$ cat config.mk
export PLATFORM = sky130hd
export DESIGN_NAME = vga_sync_gen_flat
export DESIGN_NICKNAME = d
export VERILOG_FILES = /design/src/rtl/vga_timing_pkg.sv /design/src/rtl/vga_sync_gen_if.sv /design/src/rtl/vga_axis_cnt.sv /design/src/rtl/vga_sync_gen.sv /design/src/flat_wrapper.sv
export SDC_FILE = /design/constraint.sdc
export NUM_CORES = 1
export LEC_CHECK = 0
export CORE_ASPECT_RATIO = 0.7
export CORE_UTILIZATION = 55
export CTS_CLUSTER_SIZE = 20
export DETAILED_ROUTE_END_ITERATION = 16
export PLACE_DENSITY = 0.84
export SLEW_MARGIN = 0
export SYNTH_ARGS = -nofsm -noshare
export SYNTH_HDL_FRONTEND = slang
export SYNTH_SLANG_ARGS = --single-unit
$ cat constraint.sdc
create_clock -name clk -period 6.25 [get_ports clk]
set_clock_uncertainty 0.15 [all_clocks]
set_input_delay 0.625 -clock clk [delete_from_list [all_inputs] [get_ports clk]]
set_output_delay 0.625 -clock clk [all_outputs]
set_load 0.05 [all_outputs]
$ cat src/rtl/vga_timing_pkg.sv
// Shared raster timing constants for the VGA sync generator.
// Defaults describe 640x480@60 with an 11-bit coordinate space.
package vga_timing_pkg;

  localparam int unsigned CNT_W   = 11;
  localparam int unsigned CNT_MAX = 2047;

  localparam int unsigned H_VISIBLE_DEF = 640;
  localparam int unsigned H_FRONT_DEF   = 16;
  localparam int unsigned H_SYNC_DEF    = 96;
  localparam int unsigned H_BACK_DEF    = 48;
  localparam int unsigned V_VISIBLE_DEF = 480;
  localparam int unsigned V_FRONT_DEF   = 10;
  localparam int unsigned V_SYNC_DEF    = 2;
  localparam int unsigned V_BACK_DEF    = 33;
  localparam int unsigned CLK_DIV_DEF   = 2;

  localparam bit SYNC_ACTIVE_LOW  = 1'b0;
  localparam bit SYNC_ACTIVE_HIGH = 1'b1;

endpackage

$ cat src/rtl/vga_sync_gen_if.sv
// Raster outputs of the VGA sync generator, grouped for the display pipeline.
interface vga_sync_gen_if;
  import vga_timing_pkg::*;

  logic             pix_tick;
  logic [CNT_W-1:0] countH;
  logic [CNT_W-1:0] countV;
  logic             h_sinc;
  logic             v_sinc;
  logic             video_on;
  logic             frame_start;

  modport master (
    output pix_tick, countH, countV, h_sinc, v_sinc, video_on, frame_start
  );

  modport slave (
    input pix_tick, countH, countV, h_sinc, v_sinc, video_on, frame_start
  );

endinterface

$ cat src/rtl/vga_axis_cnt.sv
// One raster axis: wrapping position counter plus sync/visible decode.
// Decode looks at the next count so registered outputs line up with the counter.
module vga_axis_cnt
  import vga_timing_pkg::*;
#(
  parameter int unsigned TOTAL      = 800,
  parameter int unsigned VISIBLE    = 640,
  parameter int unsigned SYNC_START = 656,
  parameter int unsigned SYNC_LEN   = 96
) (
  input  logic             clk,
  input  logic             reset,
  input  logic             enable,
  output logic [CNT_W-1:0] count,
  output logic             wrap,
  output logic             in_sync,
  output logic             in_visible
);

  localparam logic [CNT_W-1:0] Last      = CNT_W'(TOTAL - 1);
  localparam logic [CNT_W-1:0] Vis       = CNT_W'(VISIBLE);
  localparam logic [CNT_W-1:0] SyncFirst = CNT_W'(SYNC_START);
  localparam logic [CNT_W-1:0] SyncLast  = CNT_W'(SYNC_START + SYNC_LEN - 1);

  logic [CNT_W-1:0] count_q, count_d;

  always_comb begin
    wrap    = (count_q == Last);
    count_d = count_q;
    if (enable) begin
      count_d = wrap ? '0 : count_q + 1'b1;
    end
    in_sync    = (count_d >= SyncFirst) && (count_d <= SyncLast);
    in_visible = (count_d < Vis);
  end

  always_ff @(posedge clk or posedge reset) begin
    if (reset) begin
      count_q <= Last;
    end else begin
      count_q <= count_d;
    end
  end

  assign count = count_q;

endmodule

$ cat src/rtl/vga_sync_gen.sv
// VGA raster timing generator: pixel-rate divider, H/V counters and registered
// sync, blanking and frame markers; the single source of raster position.
module vga_sync_gen
  import vga_timing_pkg::*;
#(
  parameter int unsigned H_VISIBLE   = H_VISIBLE_DEF,
  parameter int unsigned H_FRONT     = H_FRONT_DEF,
  parameter int unsigned H_SYNC      = H_SYNC_DEF,
  parameter int unsigned H_BACK      = H_BACK_DEF,
  parameter int unsigned V_VISIBLE   = V_VISIBLE_DEF,
  parameter int unsigned V_FRONT     = V_FRONT_DEF,
  parameter int unsigned V_SYNC      = V_SYNC_DEF,
  parameter int unsigned V_BACK      = V_BACK_DEF,
  parameter int unsigned CLK_DIV     = CLK_DIV_DEF,
  parameter bit          SYNC_ACTIVE = SYNC_ACTIVE_LOW
) (
  input  logic           clk,
  input  logic           reset,
  vga_sync_gen_if.master vga
);

  localparam int unsigned H_TOTAL = H_VISIBLE + H_FRONT + H_SYNC + H_BACK;
  localparam int unsigned V_TOTAL = V_VISIBLE + V_FRONT + V_SYNC + V_BACK;
  localparam int unsigned DIV_W   = (CLK_DIV > 1) ? $clog2(CLK_DIV) : 1;
  localparam logic [DIV_W-1:0] DivLast = DIV_W'(CLK_DIV - 1);

  if (H_TOTAL > CNT_MAX || V_TOTAL > CNT_MAX || CLK_DIV < 1) begin : g_bad_params
    $error("vga_sync_gen: totals must fit 11 bits and CLK_DIV must be >= 1");
  end

  logic [DIV_W-1:0] div_q;
  logic             tick;
  logic             h_wrap, h_in_sync, h_in_vis;
  logic             v_wrap, v_in_sync, v_in_vis;

  // With CLK_DIV=1 div_q is stuck at 0 == DivLast, so every edge ticks.
  assign tick = (div_q == DivLast);

  always_ff @(posedge clk or posedge reset) begin
    if (reset) begin
      div_q <= '0;
    end else begin
      div_q <= tick ? '0 : div_q + 1'b1;
    end
  end

  vga_axis_cnt #(
    .TOTAL      (H_TOTAL),
    .VISIBLE    (H_VISIBLE),
    .SYNC_START (H_VISIBLE + H_FRONT),
    .SYNC_LEN   (H_SYNC)
  ) u_h_cnt (
    .clk        (clk),
    .reset      (reset),
    .enable     (tick),
    .count      (vga.countH),
    .wrap       (h_wrap),
    .in_sync    (h_in_sync),
    .in_visible (h_in_vis)
  );

  vga_axis_cnt #(
    .TOTAL      (V_TOTAL),
    .VISIBLE    (V_VISIBLE),
    .SYNC_START (V_VISIBLE + V_FRONT),
    .SYNC_LEN   (V_SYNC)
  ) u_v_cnt (
    .clk        (clk),
    .reset      (reset),
    .enable     (tick && h_wrap),
    .count      (vga.countV),
    .wrap       (v_wrap),
    .in_sync    (v_in_sync),
    .in_visible (v_in_vis)
  );

  always_ff @(posedge clk or posedge reset) begin
    if (reset) begin
      vga.pix_tick    <= 1'b0;
      vga.frame_start <= 1'b0;
      vga.h_sinc      <= ~SYNC_ACTIVE;
      vga.v_sinc      <= ~SYNC_ACTIVE;
      vga.video_on    <= 1'b0;
    end else begin
      vga.pix_tick    <= tick;
      vga.frame_start <= tick && h_wrap && v_wrap;
      vga.h_sinc      <= h_in_sync ? SYNC_ACTIVE : ~SYNC_ACTIVE;
      vga.v_sinc      <= v_in_sync ? SYNC_ACTIVE : ~SYNC_ACTIVE;
      vga.video_on    <= h_in_vis && v_in_vis;
    end
  end

endmodule

$ cat src/flat_wrapper.sv
// flat-port wrapper written by rule: the top's interface ports become plain ports
module vga_sync_gen_flat import vga_timing_pkg::*;
#(
  parameter int unsigned H_VISIBLE   = H_VISIBLE_DEF,
  parameter int unsigned H_FRONT     = H_FRONT_DEF,
  parameter int unsigned H_SYNC      = H_SYNC_DEF,
  parameter int unsigned H_BACK      = H_BACK_DEF,
  parameter int unsigned V_VISIBLE   = V_VISIBLE_DEF,
  parameter int unsigned V_FRONT     = V_FRONT_DEF,
  parameter int unsigned V_SYNC      = V_SYNC_DEF,
  parameter int unsigned V_BACK      = V_BACK_DEF,
  parameter int unsigned CLK_DIV     = CLK_DIV_DEF,
  parameter bit          SYNC_ACTIVE = SYNC_ACTIVE_LOW
)
  (clk, reset, vga_pix_tick, vga_countH, vga_countV, vga_h_sinc, vga_v_sinc, vga_video_on, vga_frame_start);
  vga_sync_gen_if vga_i ();
  input  logic clk;
  input  logic reset;
  output wire logic [$bits(vga_i.pix_tick)-1:0] vga_pix_tick;
  output wire logic [$bits(vga_i.countH)-1:0] vga_countH;
  output wire logic [$bits(vga_i.countV)-1:0] vga_countV;
  output wire logic [$bits(vga_i.h_sinc)-1:0] vga_h_sinc;
  output wire logic [$bits(vga_i.v_sinc)-1:0] vga_v_sinc;
  output wire logic [$bits(vga_i.video_on)-1:0] vga_video_on;
  output wire logic [$bits(vga_i.frame_start)-1:0] vga_frame_start;
  assign vga_pix_tick = vga_i.pix_tick;
  assign vga_countH = vga_i.countH;
  assign vga_countV = vga_i.countV;
  assign vga_h_sinc = vga_i.h_sinc;
  assign vga_v_sinc = vga_i.v_sinc;
  assign vga_video_on = vga_i.video_on;
  assign vga_frame_start = vga_i.frame_start;
  vga_sync_gen #(.H_VISIBLE(H_VISIBLE), .H_FRONT(H_FRONT), .H_SYNC(H_SYNC), .H_BACK(H_BACK), .V_VISIBLE(V_VISIBLE), .V_FRONT(V_FRONT), .V_SYNC(V_SYNC), .V_BACK(V_BACK), .CLK_DIV(CLK_DIV), .SYNC_ACTIVE(SYNC_ACTIVE)) u_core (.clk(clk), .reset(reset), .vga(vga_i));
endmodule
Word-level counts from Yosys, hierarchy flattened
Cells that the tools add are included.
{ "word_totals": {"reg_bits": 28, "ram_bits": 0, "input_bits": 2, "wordCells": 31, "output_inout_bits": 27, "memories": 0, "romBits": 0, "latch_bits": 0} }
{ "op_classes": {"div_mod_pow": 0, "n_shift": 0, "muxes": 7, "n_eq_ne": 2, "addsub": 3, "reduce_logical": 5, "magnitude_cmp": 6, "multipliers": 0, "n_bitwise": 0} }
{ "ops": {"columns": ["cell", "n"], "rows": [
  ["$mux 11", 4],
  ["$add 11x1->11 const B", 2],
  ["$eq 11x10->1 const B", 2],
  ["$ge 11x10->1 const B", 1],
  ["$ge 11x9->1 const B", 1],
  ["$le 11x10->1 const B", 1],
  ["$le 11x9->1 const B", 1],
  ["$lt 11x10->1 const B", 1],
  ["$lt 11x9->1 const B", 1],
  ["$logic_and 1x1->1", 5],
  ["$mux 1", 3],
  ["$add 1x1->1 const B", 1]
]} }

Depth between registers and ports, before layout
Gate-level depths: netlist (run 1).
{ "logic_depth": {"word_depth": 6, "depth_mapped": 9, "depth_no_buf": 8} }

Hierarchy
From an unflattened synthesis (run 1), not the netlist that was laid out.
{ "unflattened": {"cells_unflattened": 175, "area_unflattened_um2": 1684.1} }
{ "modules_own_cells": {"columns": ["mod", "seq_area_each_um2", "instances", "area_each_um2", "cells_each"], "rows": [
  ["vga_axis_cnt (u_core.u_h_cnt)", 284.0, 1, 780.7, 88],
  ["vga_axis_cnt (u_core.u_v_cnt)", 279.0, 1, 715.7, 74],
  ["vga_sync_gen", 152.6, 1, 187.7, 13]
]} }

Least setup slack after synthesis (run 1)
OpenSTA, ideal clock, no wires.
{ "synth_timing": {"path_type": "register to register", "from": "reg u_core.u_h_cnt.count_q[5], in the netlist u_core.u_h_cnt.count[5]", "to": "reg u_core.vga.video_on", "synth_period_minus_slack_ns": 2.563, "setup_slack_ns": 3.687, "t_arrival_ns": 2.281, "stages_incl_launch_ff": 8, "required_time_ns": 5.968, "setup_ns": 0.132, "path_buffers": 1, "cell_sequence": "dfrtp_1 > buf_6 > or4_4 > nor3_4 > nand4_1 > xnor2_2 > o2111ai_1 > nor4b_2"} }
{ "synth_via": {"elab_chain_len": 5, "word_cells_on_any_way": 9, "cone_classes": "add/sub: 1; order compare: 2; eq/ne: 1; mux: 3; reduce/logical: 2"} }
{ "synth_rtl": {"columns": ["element", "line_no", "source"], "rows": [
  ["start: declaration", "vga_axis_cnt.sv:25", "logic [CNT_W-1:0] count_q, count_d;"],
  ["start signal: assignment", "vga_axis_cnt.sv:39", "count_q <= Last;"],
  ["start signal: assignment", "vga_axis_cnt.sv:41", "count_q <= count_d;"],
  ["$eq 11x10->1", "vga_axis_cnt.sv:28", "wrap = (count_q == Last);"],
  ["$logic_and 1x1->1", "vga_sync_gen.sv:70", ".enable (tick && h_wrap),"],
  ["$mux 11", "vga_axis_cnt.sv:30", "if (enable) begin"],
  ["net u_core.u_v_cnt.count_d[5]", "vga_axis_cnt.sv:25", null],
  ["$lt 11x9->1", "vga_axis_cnt.sv:34", "in_visible = (count_d < Vis);"],
  ["$logic_and 1x1->1", "vga_sync_gen.sv:89", "vga.video_on <= h_in_vis && v_in_vis;"],
  ["end signal: assignment", "vga_sync_gen.sv:89", null],
  ["end: declaration", "vga_sync_gen_if.sv:14", "output pix_tick, countH, countV, h_sinc, v_sinc, video_on, frame_start"]
]} }
The timed path passes the listed nets, and every way through them passes these cells.

Worst setup path in the final report (run 1)
{ "layout_timing": {"from": "reg u_core.u_h_cnt.count_q[5], in the netlist u_core.u_h_cnt.count[5]", "to": "reg u_core.vga.video_on"} }
{ "layout_via": {"elab_chain_len": 5, "word_cells_on_any_way": 9, "cone_classes": "add/sub: 1; order compare: 2; eq/ne: 1; mux: 3; reduce/logical: 2"} }
{ "layout_rtl": {"columns": ["element", "line_no"], "rows": [
  ["$add 11x1->11 / $eq 11x10->1 (equally long branches)", "vga_axis_cnt.sv:31, vga_axis_cnt.sv:28"],
  ["$mux 11 / $logic_and 1x1->1 (equally long branches)", "vga_axis_cnt.sv:31, vga_sync_gen.sv:70"],
  ["$mux 11", "vga_axis_cnt.sv:30"],
  ["$lt 11x10->1 / $lt 11x9->1 (equally long branches)", "vga_axis_cnt.sv:34"],
  ["$logic_and 1x1->1 (*)", "vga_sync_gen.sv:89"]
]} }
Mark *: on every way between the ends. The rest lies on a longest branch, timed or not.

==> results of run 1 <==
## power by group through the flow
stage / Clock, uW / Combinational [uW] / Sequential [uW]
after global placement: 0 / 4.13 / 185
after global routing: 107 / 4.65 / 181
final: 100 / 4.09 / 181
after detailed placement: 0 / 4.30 / 185
after floorplan: 0 / 2.62 / 185
after CTS: 104 / 4.29 / 181
## final cells by class
cell class / count / area, sq um
clock buffer: 4 / 45.04
fill: 184 / 680.7
inverter: 6 / 22.52
multi-input combinational: 113 / 728.2
sequential: 28 / 715.7
tap: 34 / 42.54
timing repair buffer: 28 / 280.3
## worst register-to-register path, delay by kind of cell, from the launching register on
kind,cells,cell delay [ps]
compound gates,1,150
flops,1,480
simple gates,5,1880
## state kept, by name, indices dropped and copies added, names as in the netlist
signal and count:
u_core.vga.pix_tick 1, u_core.u_v_cnt.count 11, u_core.vga.h_sinc 1, u_core.div_q 1
u_core.u_h_cnt.count 11, u_core.vga.v_sinc 1, u_core.vga.video_on 1, u_core.vga.frame_start 1
## metal layers
| layer | share of wire | GRT usage | up-vias | wire, um |
|---|---|---|---|---|
| li1 | - | - | 604 | - |
| met1 | 0.46 | 0.3856 | 634 | 1650 |
| met2 | 0.44 | 0.3832 | 85 | 1578 |
| met3 | 0.088 | 0.07000 | 9 | 315 |
| met4 | 0.0098 | 0.04889 | 0 | 35 |
| met5 | 0 | 0 | - | 0 |
## cell usage in the layout, fill, tap and decap left out, types with 6 or more instances in the layout
| cell | count |
|---|---|
| dfrtp_1 | 16 |
| nor2_1 | 12 |
| inv_1 | 6 |
| o21ai_0 | 12 |
| nand2_1 | 15 |
| clkdlybuf4s50_1 | 28 |
| dfstp_2 | 12 |
| xnor2_1 | 11 |
| nand3_1 | 12 |
| nand4_1 | 8 |
## worst min-delay path by stage
| stage | cells past startpoint | slack [ps] | startpoint | endpoint |
|---|---|---|---|---|
| floorplan | 0 | 200 | u_core.div_q | u_core.vga.pix_tick |
| global placement | 1 | 340 | u_core.u_h_cnt.count[0] | u_core.u_h_cnt.count[0] |
| detailed placement | 1 | 350 | u_core.u_h_cnt.count[0] | u_core.u_h_cnt.count[0] |
| CTS | 1 | 360 | u_core.u_h_cnt.count[0] | u_core.u_h_cnt.count[0] |
| global route | 1 | 390 | u_core.u_h_cnt.count[0] | u_core.u_h_cnt.count[0] |
| finish | 1 | 360 | u_core.u_h_cnt.count[0] | u_core.u_h_cnt.count[0] |
## logic make-up (layout without fill, tap and decap cells)
logic type | count (synthesis) | count (layout) | share of synthesized area
compound gates | 26 | 26 | 0.1058
simple gates | 66 | 66 | 0.2417
fa+ha+maj | 3 | 3 | 0.02500
xor+xnor | 16 | 16 | 0.09833
mux | 2 | 2 | 0.01417
buf+inv | 13 | 38 | 0.03833
flops | 28 | 28 | 0.4767
## through the flow
stage          setup WS (ps)  cell area (sq um)  utilization  instances  hold slack (ps)
2_1_floorplan           3687               1501            -        154            201.9
3_3_place_gp            3674               1789       0.7114        209            339.6
3_5_place_dp            3527               1789       0.7114        209            347.7
4_1_cts                 3508               1834       0.7294        213            361.6
5_1_grt                 3310               1834       0.7294        213            388.0
6_report                3456               1834       0.7294        213            359.0
==> flow_summary.toml, run 1 <==
[cts]
clk_latency_ps = 280
clockRootBuffer = "clkbuf_8"
cts_max_level = 1
cts.repair.resized = 0
clkSinkCount = 28
tritoncts = "yes"
path_clk_slew_ps = 90
cts_setup_buffers = 0
hold_buffers = 0
cts_made_buffers = 3
clk_path_buf_depth = 2

[place]
io_buffer_count = 28
gp_congestion = 0.9544
dp_hpwl_um = 2549

[worst_setup_path]
rr_worst_depth = 6
critPathKind = "reg -> reg"
cp_slowest_cell = "or4_4"
arrival_ps = 2790
endpoint = "u_core.vga.video_on"
cp_max_fo = 19
critPathLaunch = "u_core.u_h_cnt.count[5]"
r2r_start = "u_core.u_h_cnt.count[5]"
rrSetupSlack_ps = 3460
crit_family = "simple AND/OR/NAND/NOR gates"
start_kind = "register"
crit_buf_inv = 0
rr_endpoint = "u_core.vga.video_on"
cp.required_ps = 6250
path_cells = "or4_4, nor3_4, nand3_1, nor4_1, o2111ai_1, nor4b_2"
slowest_delay_ps = 600
worst-path-stages = 6
critPathCaptureType = "register"

[timing]
hold_viol = 0
tightest_slew_ps = 1080
period_share = 0.4471
finalCriticalPeriod_ps = 2794
finalSetupViolCount = 0
setup_tns_ps = 0
rsz0062_at_grt = "false"
fmax_ghz = 0.3579
finalMaxSlewViolations = 0
slew_headroom = 0.2792

[synthesis]
synth_fp_nets = 159
async_flop_share = 1.000
ys_ff_latch = 28
ys.flop_type = "dfrtp_1"
yosys-top-cells-count = "dfrtp_1, nand2_1"
synth_area_leaders = "dfrtp_1, dfstp_2, xnor2_1"
yosysWarnings = 0
synth_edf_count = 0
synthesis.area_sq_um = 1501
yosys.area.top_type = "dfrtp_1"
synth_top_area_frac = 0.2667
ys_seq_area_frac = 0.4767
synthCells = 154
yosysMostFrequentCell = "dfrtp_1"
synth_cell_types = 37
syn_area_per_cell_sq_um = 9.750

[drt]
via_count = 1332
routed_wl_um = 3580
wl_per_cell_um = 16.81
viasPerCell = 6.254
firstDrtPassIters = 6
drc_errors = 0
ant_nets = 0
initialDrtViolationCount = 188

[grt]
antenna_found_initial = 0
overflow = 0
grt_max_degree = 29
track_usage = 0.2594
grt_pass1_vias = 1173
grt_pass1_wl_um = 5644

[floorplan]
ios = 29
rows = 15
die_w_um = 64.45
die_height_um = 45.72
coreArea_sq_um = 2515
initial_core_util = 0.5970
dieArea_sq_um = 2946

[hold_path]
hp-class = "reg -> reg"

[power_and_ir_drop]
pwr-share-seq = 0.635
clock_power_share = 0.351
p_total_uw = 285.9
combPwrFrac = 0.014
switching_power_uw = 58.12
ir_drop_mv = 0.1150
powerDensity_nw_per_um2 = 155.9
p_leak_uw = 0.0007418
p_int_uw = 227.8
swShare = 0.2033

[layout]
area_delta_synth_final_pct = 22.17
final_layout_size_suffix_gt1_frac = 0.1117
final_nets = 185
diodes = 0

[job]
maxCapViolations = 0

[outcome]
status = "finished clean"
Note: power is estimated with default switching activity, not from simulation.
==> inputs of run 2 (changes only) <==
--- a/config.mk
+++ b/config.mk
@@ -6,10 +6,10 @@
 export NUM_CORES = 1
 export LEC_CHECK = 0
 export CORE_ASPECT_RATIO = 0.7
-export CORE_UTILIZATION = 55
+export CORE_UTILIZATION = 51
 export CTS_CLUSTER_SIZE = 20
 export DETAILED_ROUTE_END_ITERATION = 16
-export PLACE_DENSITY = 0.84
+export PLACE_DENSITY = 0.79
 export SLEW_MARGIN = 0
 export SYNTH_ARGS = -nofsm -noshare
 export SYNTH_HDL_FRONTEND = slang
==> constraint.sdc (replaced) <==
create_clock -name clk -period 2.8 [get_ports clk]
set_clock_uncertainty 0.15 [all_clocks]
set_input_delay 0.28 -clock clk [delete_from_list [all_inputs] [get_ports clk]]
set_output_delay 0.28 -clock clk [all_outputs]
set_load 0.05 [all_outputs]
==> run 2 against run 1 <==
Effect of this change: first-iteration DRC count shrank 43%; register-to-register slack lost 3200 ps; cell area grew 1.9%; core utilization decreased by 6.2 points; global-route usage shrank 0.26 points; via count shrank 4.0%; critical endpoint unchanged; largest cell class unchanged.
==> flow_summary.toml, run 2 (synthesis results as in run 1) <==
[layout]
final_layout_size_suffix_gt1_frac = 0.1319
final_area_sq_um = 1869
final_common_cell = "clkdlybuf4s50_1"
fillers = 233
area_delta_synth_final_pct = 24.50
diodes = 0
final_nets = 188
layout_common_cells = "clkdlybuf4s50_1, dfrtp_1, nand2_1"

[worst_setup_path]
slowest_delay_ps = 600
path_cells = "or4_4, nor3_4, nand3_1, nor4_1, o2111ai_1, nor4b_2"
cp_slowest_cell = "or4_4"
arrival_ps = 2580
critPathCaptureType = "register"
start_kind = "register"
cp.required_ps = 2800
rrSetupSlack_ps = 220
cp_max_fo = 8
critPathKind = "reg -> reg"

[grt]
track_usage = 0.2568
grtUsageMet1 = 0.3876
overflow = 0
grt_max_degree = 29
grt_pass1_vias = 1127
antenna_found_initial = 0
grt_pass1_wl_um = 5768
met2_usage = 0.3657
met3_usage = 0.05583
busiest_layer = "met1"

[power_and_ir_drop]
p_int_uw = 533.3
ir_drop_mv = 0.2552
powerDensity_nw_per_um2 = 355.4
pwr-share-seq = 0.610
p_leak_uw = 0.0007635
p_total_uw = 664.3
swShare = 0.1972
combPwrFrac = 0.015
clock_power_share = 0.375
switching_power_uw = 131.0

[floorplan]
rows = 16
die_w_um = 66.85
dieArea_sq_um = 3168
initial_core_util = 0.5357
ios = 29
coreArea_sq_um = 2803
die_height_um = 47.40

[drt]
via_count = 1279
initialDrtViolationCount = 108
drc_errors = 0
ant_nets = 0
viasPerCell = 5.867
firstDrtPassIters = 4
routed_wl_um = 3613
wl_per_cell_um = 16.57

[job]
maxCapViolations = 0

[cts]
clk_path_buf_depth = 2
hold_buffers = 0
cts_max_level = 1
cts_setup_buffers = 0
tritoncts = "yes"
clockRootBuffer = "clkbuf_8"
cts.repair.resized = 0
path_clk_slew_ps = 90
clk_latency_ps = 280
cts_made_buffers = 3
clkSinkCount = 28

[timing]
tightest_slew_ps = 533.4
fmax_ghz = 0.3873
rsz0062_at_grt = "false"
period_share = 0.9221
worst_slack_ps = 218.2
finalCriticalPeriod_ps = 2582
hold_viol = 0
finalSetupViolCount = 0
slew_headroom = 0.6433
setup_tns_ps = 0
finalMaxSlewViolations = 0

[place]
place_area_sq_um = 1814
gp_congestion = 0.9186
io_buffer_count = 28
dp_hpwl_um = 2650
dp_slack_ps = 372.7

[hold_path]
hp-class = "in -> async"

[outcome]
status = "finished clean"
[run 2: critical path, delay by kind of cell, from the launching register on]
| family | cells | cell delay [ps] |
|---|---|---|
| flops | 1 | 480 |
| simple gates | 5 | 1650 |
| compound gates | 1 | 180 |
[run 2: power by group through the flow]
stage / Clock (uW) / Combinational, uW / Sequential [uW]
global placement: 0 / 10.2 / 412
floorplan: 0 / 5.85 / 412
CTS: 257 / 10.9 / 405
finish: 249 / 10.3 / 405
global route: 271 / 12.4 / 405
detailed placement: 0 / 10.9 / 412
[run 2: layer usage]
layer | share of wire | vias up
met5 | 0 | -
met4 | 0.015 | 0
met3 | 0.071 | 8
met2 | 0.43 | 59
met1 | 0.48 | 601
li1 | - | 611
[run 2: final timing paths]
check                                              from                        to  cells past startpoint
worst max-delay path            u_core.u_h_cnt.count[5]       u_core.vga.video_on                      6
worst min-delay path                              reset  u_core.u_h_cnt.count[10]                      3
worst max register to register  u_core.u_h_cnt.count[5]       u_core.vga.video_on                      6
worst min register to register  u_core.u_h_cnt.count[0]   u_core.u_h_cnt.count[0]                      1
max in group asynchronous                         reset   u_core.u_h_cnt.count[4]                      3
min in group clk                u_core.u_h_cnt.count[0]   u_core.u_h_cnt.count[0]                      1
[run 2: area by class of cell]
cell class / count / area (sq um) / area share
Multi-Input combinational cell: 113 / 728.2 / 0.3896
Sequential cell: 28 / 715.7 / 0.3829
Timing Repair Buffer: 31 / 302.8 / 0.1620
Clock buffer: 4 / 55.05 / 0.02945
Tap cell: 36 / 45.04 / 0.02410
Inverter: 6 / 22.52 / 0.01205
[run 2: per-stage QoR]
step | hold WS (ps) | std cells | util
6_report | 219.9 | 218 | 0.6670
5_1_grt | 290.2 | 218 | 0.6670
4_1_cts | 240.4 | 218 | 0.6670
3_5_place_dp | 346.7 | 214 | 0.6473
3_3_place_gp | 343.3 | 214 | 0.6473
2_1_floorplan | 186.5 | 154 | -
==> edit 1: new RTL, config.mk and constraints of run 2 <==
Set the package constant `CNT_W` to 15 (it was 11).
--- a/src/rtl/vga_timing_pkg.sv
+++ b/src/rtl/vga_timing_pkg.sv
@@ -3,5 +3,5 @@
 package vga_timing_pkg;
 
-  localparam int unsigned CNT_W   = 11;
+  localparam int unsigned CNT_W   = 15;
   localparam int unsigned CNT_MAX = 2047;
 
Ports: changed (resized vga_countH and vga_countV); port bits go from 29 to 37. The function was not compared with the original's and may differ.
==> edit 1 against run 2 <==
Worst setup slack improved by 14 ps; routed wire length rose by 30%; hold slack improved by 22 ps; count of clock-buffer cells in the layout rose by 3; highest routed layer unchanged; sequential cell count rose by 8; design area rose by 37%; total power rose by 39%; synthesized area rose by 36%; synthesized cell count rose by 34%; largest power group unchanged; critical path type unchanged.
==> edit 1: results (changes against run 2) <==
run_status:
  outcome: "finished, final reports clean"
pwr:
  switching_share_pct: 21.66  # +1.9 points
  p_leak_nw: 1.026  # +34%
logic_synthesis:
  synth_area_per_cell_sq_um: 9.900  # +1.5%
  mappedNetlistNets: 211  # +33%
  synth.top_cells.by_area: "sky130_fd_sc_hd__dfrtp_1 (29%), sky130_fd_sc_hd__dfstp_2 (15%), sky130_fd_sc_hd__xnor2_1 (6.4%)"
  synth.cells.most_frequent: "sky130_fd_sc_hd__dfrtp_1 (24), sky130_fd_sc_hd__nand2_1 (21), sky130_fd_sc_hd__nor2_1 (18), sky130_fd_sc_hd__xnor2_1 (15), sky130_fd_sc_hd__dfstp_2 (12)"
  number_of_unique_standard_cell_types_used_by_synthesis: 47  # +27%
  yosysSeqAreaShare_pct: 44.91  # -2.8 points
placement:
  placement.cell_area_sq_um: 2462  # +36%
  place_hpwl_um: 3270  # +23%
  globalplace.congestion: 0.8593  # -6.5%
  numPlacedInstances: 292  # +36%
  dp_worst_setup_slack_ps: 129.4  # -243.4 ps
  quantity_of_i_o_buffers_inserted_on_ports: 36  # +29%
timing:
  max-slew-margin-rel_pct: 65.09  # +0.76 points
cells_and_area:
  final_core_util_pct: 69.67  # +3.0 points
  post_route_cells_drive_above_1_share_pct: 16.00  # +2.8 points
  nets: 254  # +35%
  fillerInstances: 281  # +21%
routing:
  wl_um: 4688  # +30%
  route.detailed.wl_per_inst_um: 15.63  # -5.7%
  dr_total_vias: 1724  # +35%
  drt-pass1-iter-count: 5  # +1
  dr.first_iter.drc_count: 190  # +76%
global_route:
  vias_in_the_first_global_route: 1565  # +39%
  largest_net_degree_at_the_start_of_global_routing: 37  # +28%
  grt_pass1_wl_um: 7762  # +35%
  grt_util_all_layers_pct: 24.77  # -0.91 points
setup_path:
  critPathMaxFanout: 15  # +7
  critical_path_arrival_ps: 2610  # +30 ps
cts:
  cts_made_buffers: 5  # +2
  clk_path_buf_depth: 2  # unchanged
[edit 1: changes by cell type in the layout (fill, tap and decap cells not counted), moves of 4 or more]
| cell | before | now |
|---|---|---|
| sky130_fd_sc_hd__clkdlybuf4s50_1 | 28 | 36 |
| sky130_fd_sc_hd__dfrtp_1 | 16 | 24 |
| sky130_fd_sc_hd__nand2_1 | 15 | 21 |
| sky130_fd_sc_hd__nor2_1 | 12 | 18 |
| sky130_fd_sc_hd__inv_1 | 6 | 10 |
| sky130_fd_sc_hd__xnor2_1 | 11 | 15 |
[edit 1: cell families after synthesis]
group	count (synthesis)	share of synthesized area (%)
multiplexers	4	2.147
buffers and inverters	16	4.049
XOR/XNOR	21	9.019
adder cells (fa/ha/maj)	3	1.841
AND/OR/NAND/NOR	102	30.80
AO/OA/AOI/OAI	24	7.240
flip-flops	36	44.91
[edit 1: timing repair]
item	in CTS	in global routing
gates resized for setup	0	1
setup buffers	0	0
hold buffers	0	0
endpoints found under the setup margin	0	2
[edit 1: worst max-delay path, stage by stage (launching register included)]
cell,delay [ps]
sky130_fd_sc_hd__dfstp_2,570
sky130_fd_sc_hd__ha_1,190
sky130_fd_sc_hd__and3_2,260
sky130_fd_sc_hd__and4_2,420
sky130_fd_sc_hd__a31oi_1,170
sky130_fd_sc_hd__nor4b_2,270
sky130_fd_sc_hd__nor4b_2,210
sky130_fd_sc_hd__nor4b_2,230
[edit 1: layer usage]
layer,vias up,track usage (%),wire [um]
met2,85,35.55,1929
met4,0,7.862,21
li1,825,-,-
met5,-,0,0
met3,3,5.574,324
met1,811,37.16,2412
[edit 1: power groups by stage]
stage / Combinational [mW] / Clock (mW) / Sequential (mW)
detailed placement: 0.0130 / 0 / 0.530
finish: 0.0122 / 0.390 / 0.521
CTS: 0.0131 / 0.396 / 0.520
global placement: 0.0129 / 0 / 0.530
global route: 0.0148 / 0.417 / 0.520
floorplan: 0.00751 / 0 / 0.530
[edit 1: final cells by class]
cell class	instances	share of cell area, %
clock buffer	7	3.376
tap	50	2.446
multi-input combinational	154	40.75
inverter	10	1.468
timing repair buffer	42	15.85
clock inverter	1	0.2935
sequential	36	35.81
[edit 1: worst paths after layout]
path                                            end  slack (ps)  cells past startpoint                    start
setup reg to reg                u_core.vga.video_on         230                      7  u_core.u_h_cnt.count[0]
max in group asynchronous   u_core.u_h_cnt.count[2]        1900                      3                    reset
min in group clk            u_core.u_h_cnt.count[2]         370                      1  u_core.u_h_cnt.count[2]
hold / removal             u_core.u_v_cnt.count[10]         240                      3                    reset
setup / recovery                u_core.vga.video_on         230                      7  u_core.u_h_cnt.count[0]
hold reg to reg             u_core.u_h_cnt.count[2]         370                      1  u_core.u_h_cnt.count[2]
==> edit 2: new RTL, settings of run 2 <==
Without the edit above. One comparison of `count_q` changes from == to >=.
--- a/src/rtl/vga_axis_cnt.sv
+++ b/src/rtl/vga_axis_cnt.sv
@@ -26,5 +26,5 @@
 
   always_comb begin
-    wrap    = (count_q == Last);
+    wrap    = (count_q >= Last);
     count_d = count_q;
     if (enable) begin
Behaviour: no difference found for any inputs over 10 cycles, from zero or initial values and one cycle with reset high; that may be too few to reach the edited logic, so the function may still have changed.
==> edit 2 against run 2 <==
Fmax grew 8.9%; design area grew 9.4%; routed wire length grew 11%; clock power grew 25%; sequential cell count is the same; sequential power is essentially flat; total power grew 9.3%; synthesized area grew 9.7%; global-route usage shrank 0.49 points; worst setup slack gained 210 ps; hold slack lost 11 ps; sequential share of layout area shrank 3.3 points; synthesized cell count grew 19%.
==> edit 2: results (changes against run 2) <==
run_status:
  outcome: "finished, final reports clean"
logic_synthesis:
  ys.flop_type: "sky130_fd_sc_hd__dfrtp_1"
  number_of_unique_standard_cell_types_used_by_synthesis: 50  # +35%
  yosysSeqAreaShare_pct: 43.47  # -4.2 points
  synth_compound_gate_area_share_pct: 21.58  # +11 points
  synth.top_cells.by_area: "sky130_fd_sc_hd__dfrtp_1 (24%), sky130_fd_sc_hd__dfstp_2 (19%), sky130_fd_sc_hd__nand2_1 (5.7%)"
  synth.cells.most_frequent: "sky130_fd_sc_hd__nand2_1 (25), sky130_fd_sc_hd__dfrtp_1 (16), sky130_fd_sc_hd__nor2_1 (16), sky130_fd_sc_hd__o21ai_0 (14), sky130_fd_sc_hd__dfstp_2 (12)"
  mappedNetlistNets: 188  # +18%
  synth_adder_area_share_pct: 2.280  # -0.22 points
  share_of_synthesized_registers_carrying_an_async_set_or_reset_pct: 100.0  # unchanged
  synth_area_per_cell_sq_um: 8.998  # -7.7%
  post_synth_mux_area_share_pct: 1.824  # +0.41 points
  synthesis.yosys.warnings: 0  # unchanged
  synth_xor_area_share_pct: 2.128  # -7.7 points
pwr:
  powerClk_mw: 0.311  # +25%
  p_leak_nw: 0.8353  # +9.4%
  switching_share_pct: 17.57  # -2.1 points
  p_per_area_nw_per_um2: 355.2  # about the same
  irDropWorstVdd_mv: 0.2892  # +13%
global_route:
  global_route.usage.met3_pct: 7.157  # +1.6 points
  globalRouteMet1Util_pct: 35.65  # -3.1 points
  grt_pass1_wl_um: 6858  # +19%
  grt_antenna_before_repair: 0  # unchanged
  grt_util_all_layers_pct: 25.19  # -0.49 points
  met2_track_utilization_from_global_routing_pct: 38.30  # +1.7 points
  vias_in_the_first_global_route: 1432  # +27%
placement:
  globalplace.congestion: 0.8821  # -4.0%
  numPlacedInstances: 244  # +14%
  place_hpwl_um: 3036  # +15%
  quantity_of_i_o_buffers_inserted_on_ports: 28  # unchanged
routing:
  dr.first_iter.drc_count: 136  # +26%
  dr_total_vias: 1540  # +20%
  dr_wl_met2_um: 1788  # +15%
  wl_met1_um: 1830  # +4.8%
  wl_um: 4020  # +11%
  top_layer: "met4"
  drt-pass1-iter-count: 5  # +1
  met3_wirelength_um: 369  # +44%
cts:
  cts_resized: 0  # unchanged
setup_path:
  cp_top_family: "simple AND/OR/NAND/NOR gates"
  slowest_delay_ps: 590
  cpMaxStageDelayCell: "sky130_fd_sc_hd__dfstp_2"
  critPathMaxFanout: 7  # -1
  critical_path_arrival_ps: 2420  # -160 ps
cells_and_area:
  fillerInstances: 219  # -6.0%
  post_route_cells_drive_above_1_share_pct: 15.09  # +1.9 points
  stdcell_count: 248  # +14%
  nets: 218  # +16%
timing:
  timing_worst_slew_pin_value_ps: 521.7  # -11.69 ps
run:
  cap_viol_max_count: 0  # unchanged
-- edit 2: through the flow --
stage,worst slack (ps),area [sq um]
after detailed placement,463.3,1973
after floorplan,494.3,1647
final,428.2,2044
after global placement,560.9,1973
after CTS,440.1,2044
after global routing,264.8,2044
-- edit 2: layout make-up --
| cell class | count | area share, % |
|---|---|---|
| sequential | 28 | 35.01 |
| multi-input combinational | 140 | 42.66 |
| tap | 36 | 2.203 |
| clock inverter | 1 | 1.469 |
| timing repair buffer | 32 | 15.18 |
| inverter | 8 | 1.469 |
| clock buffer | 3 | 2.020 |
-- edit 2: final timing paths --
kind	startpoint	slack (ps)	to	cells past startpoint
max	u_core.u_h_cnt.count[0]	430	u_core.vga.v_sinc	7
max reg2reg	u_core.u_h_cnt.count[0]	430	u_core.vga.v_sinc	7
min	reset	210	u_core.u_v_cnt.count[1]	3
max in group asynchronous	reset	1980	u_core.u_v_cnt.count[3]	3
min reg2reg	u_core.div_q	380	u_core.div_q	1
min in group clk	u_core.div_q	380	u_core.div_q	1
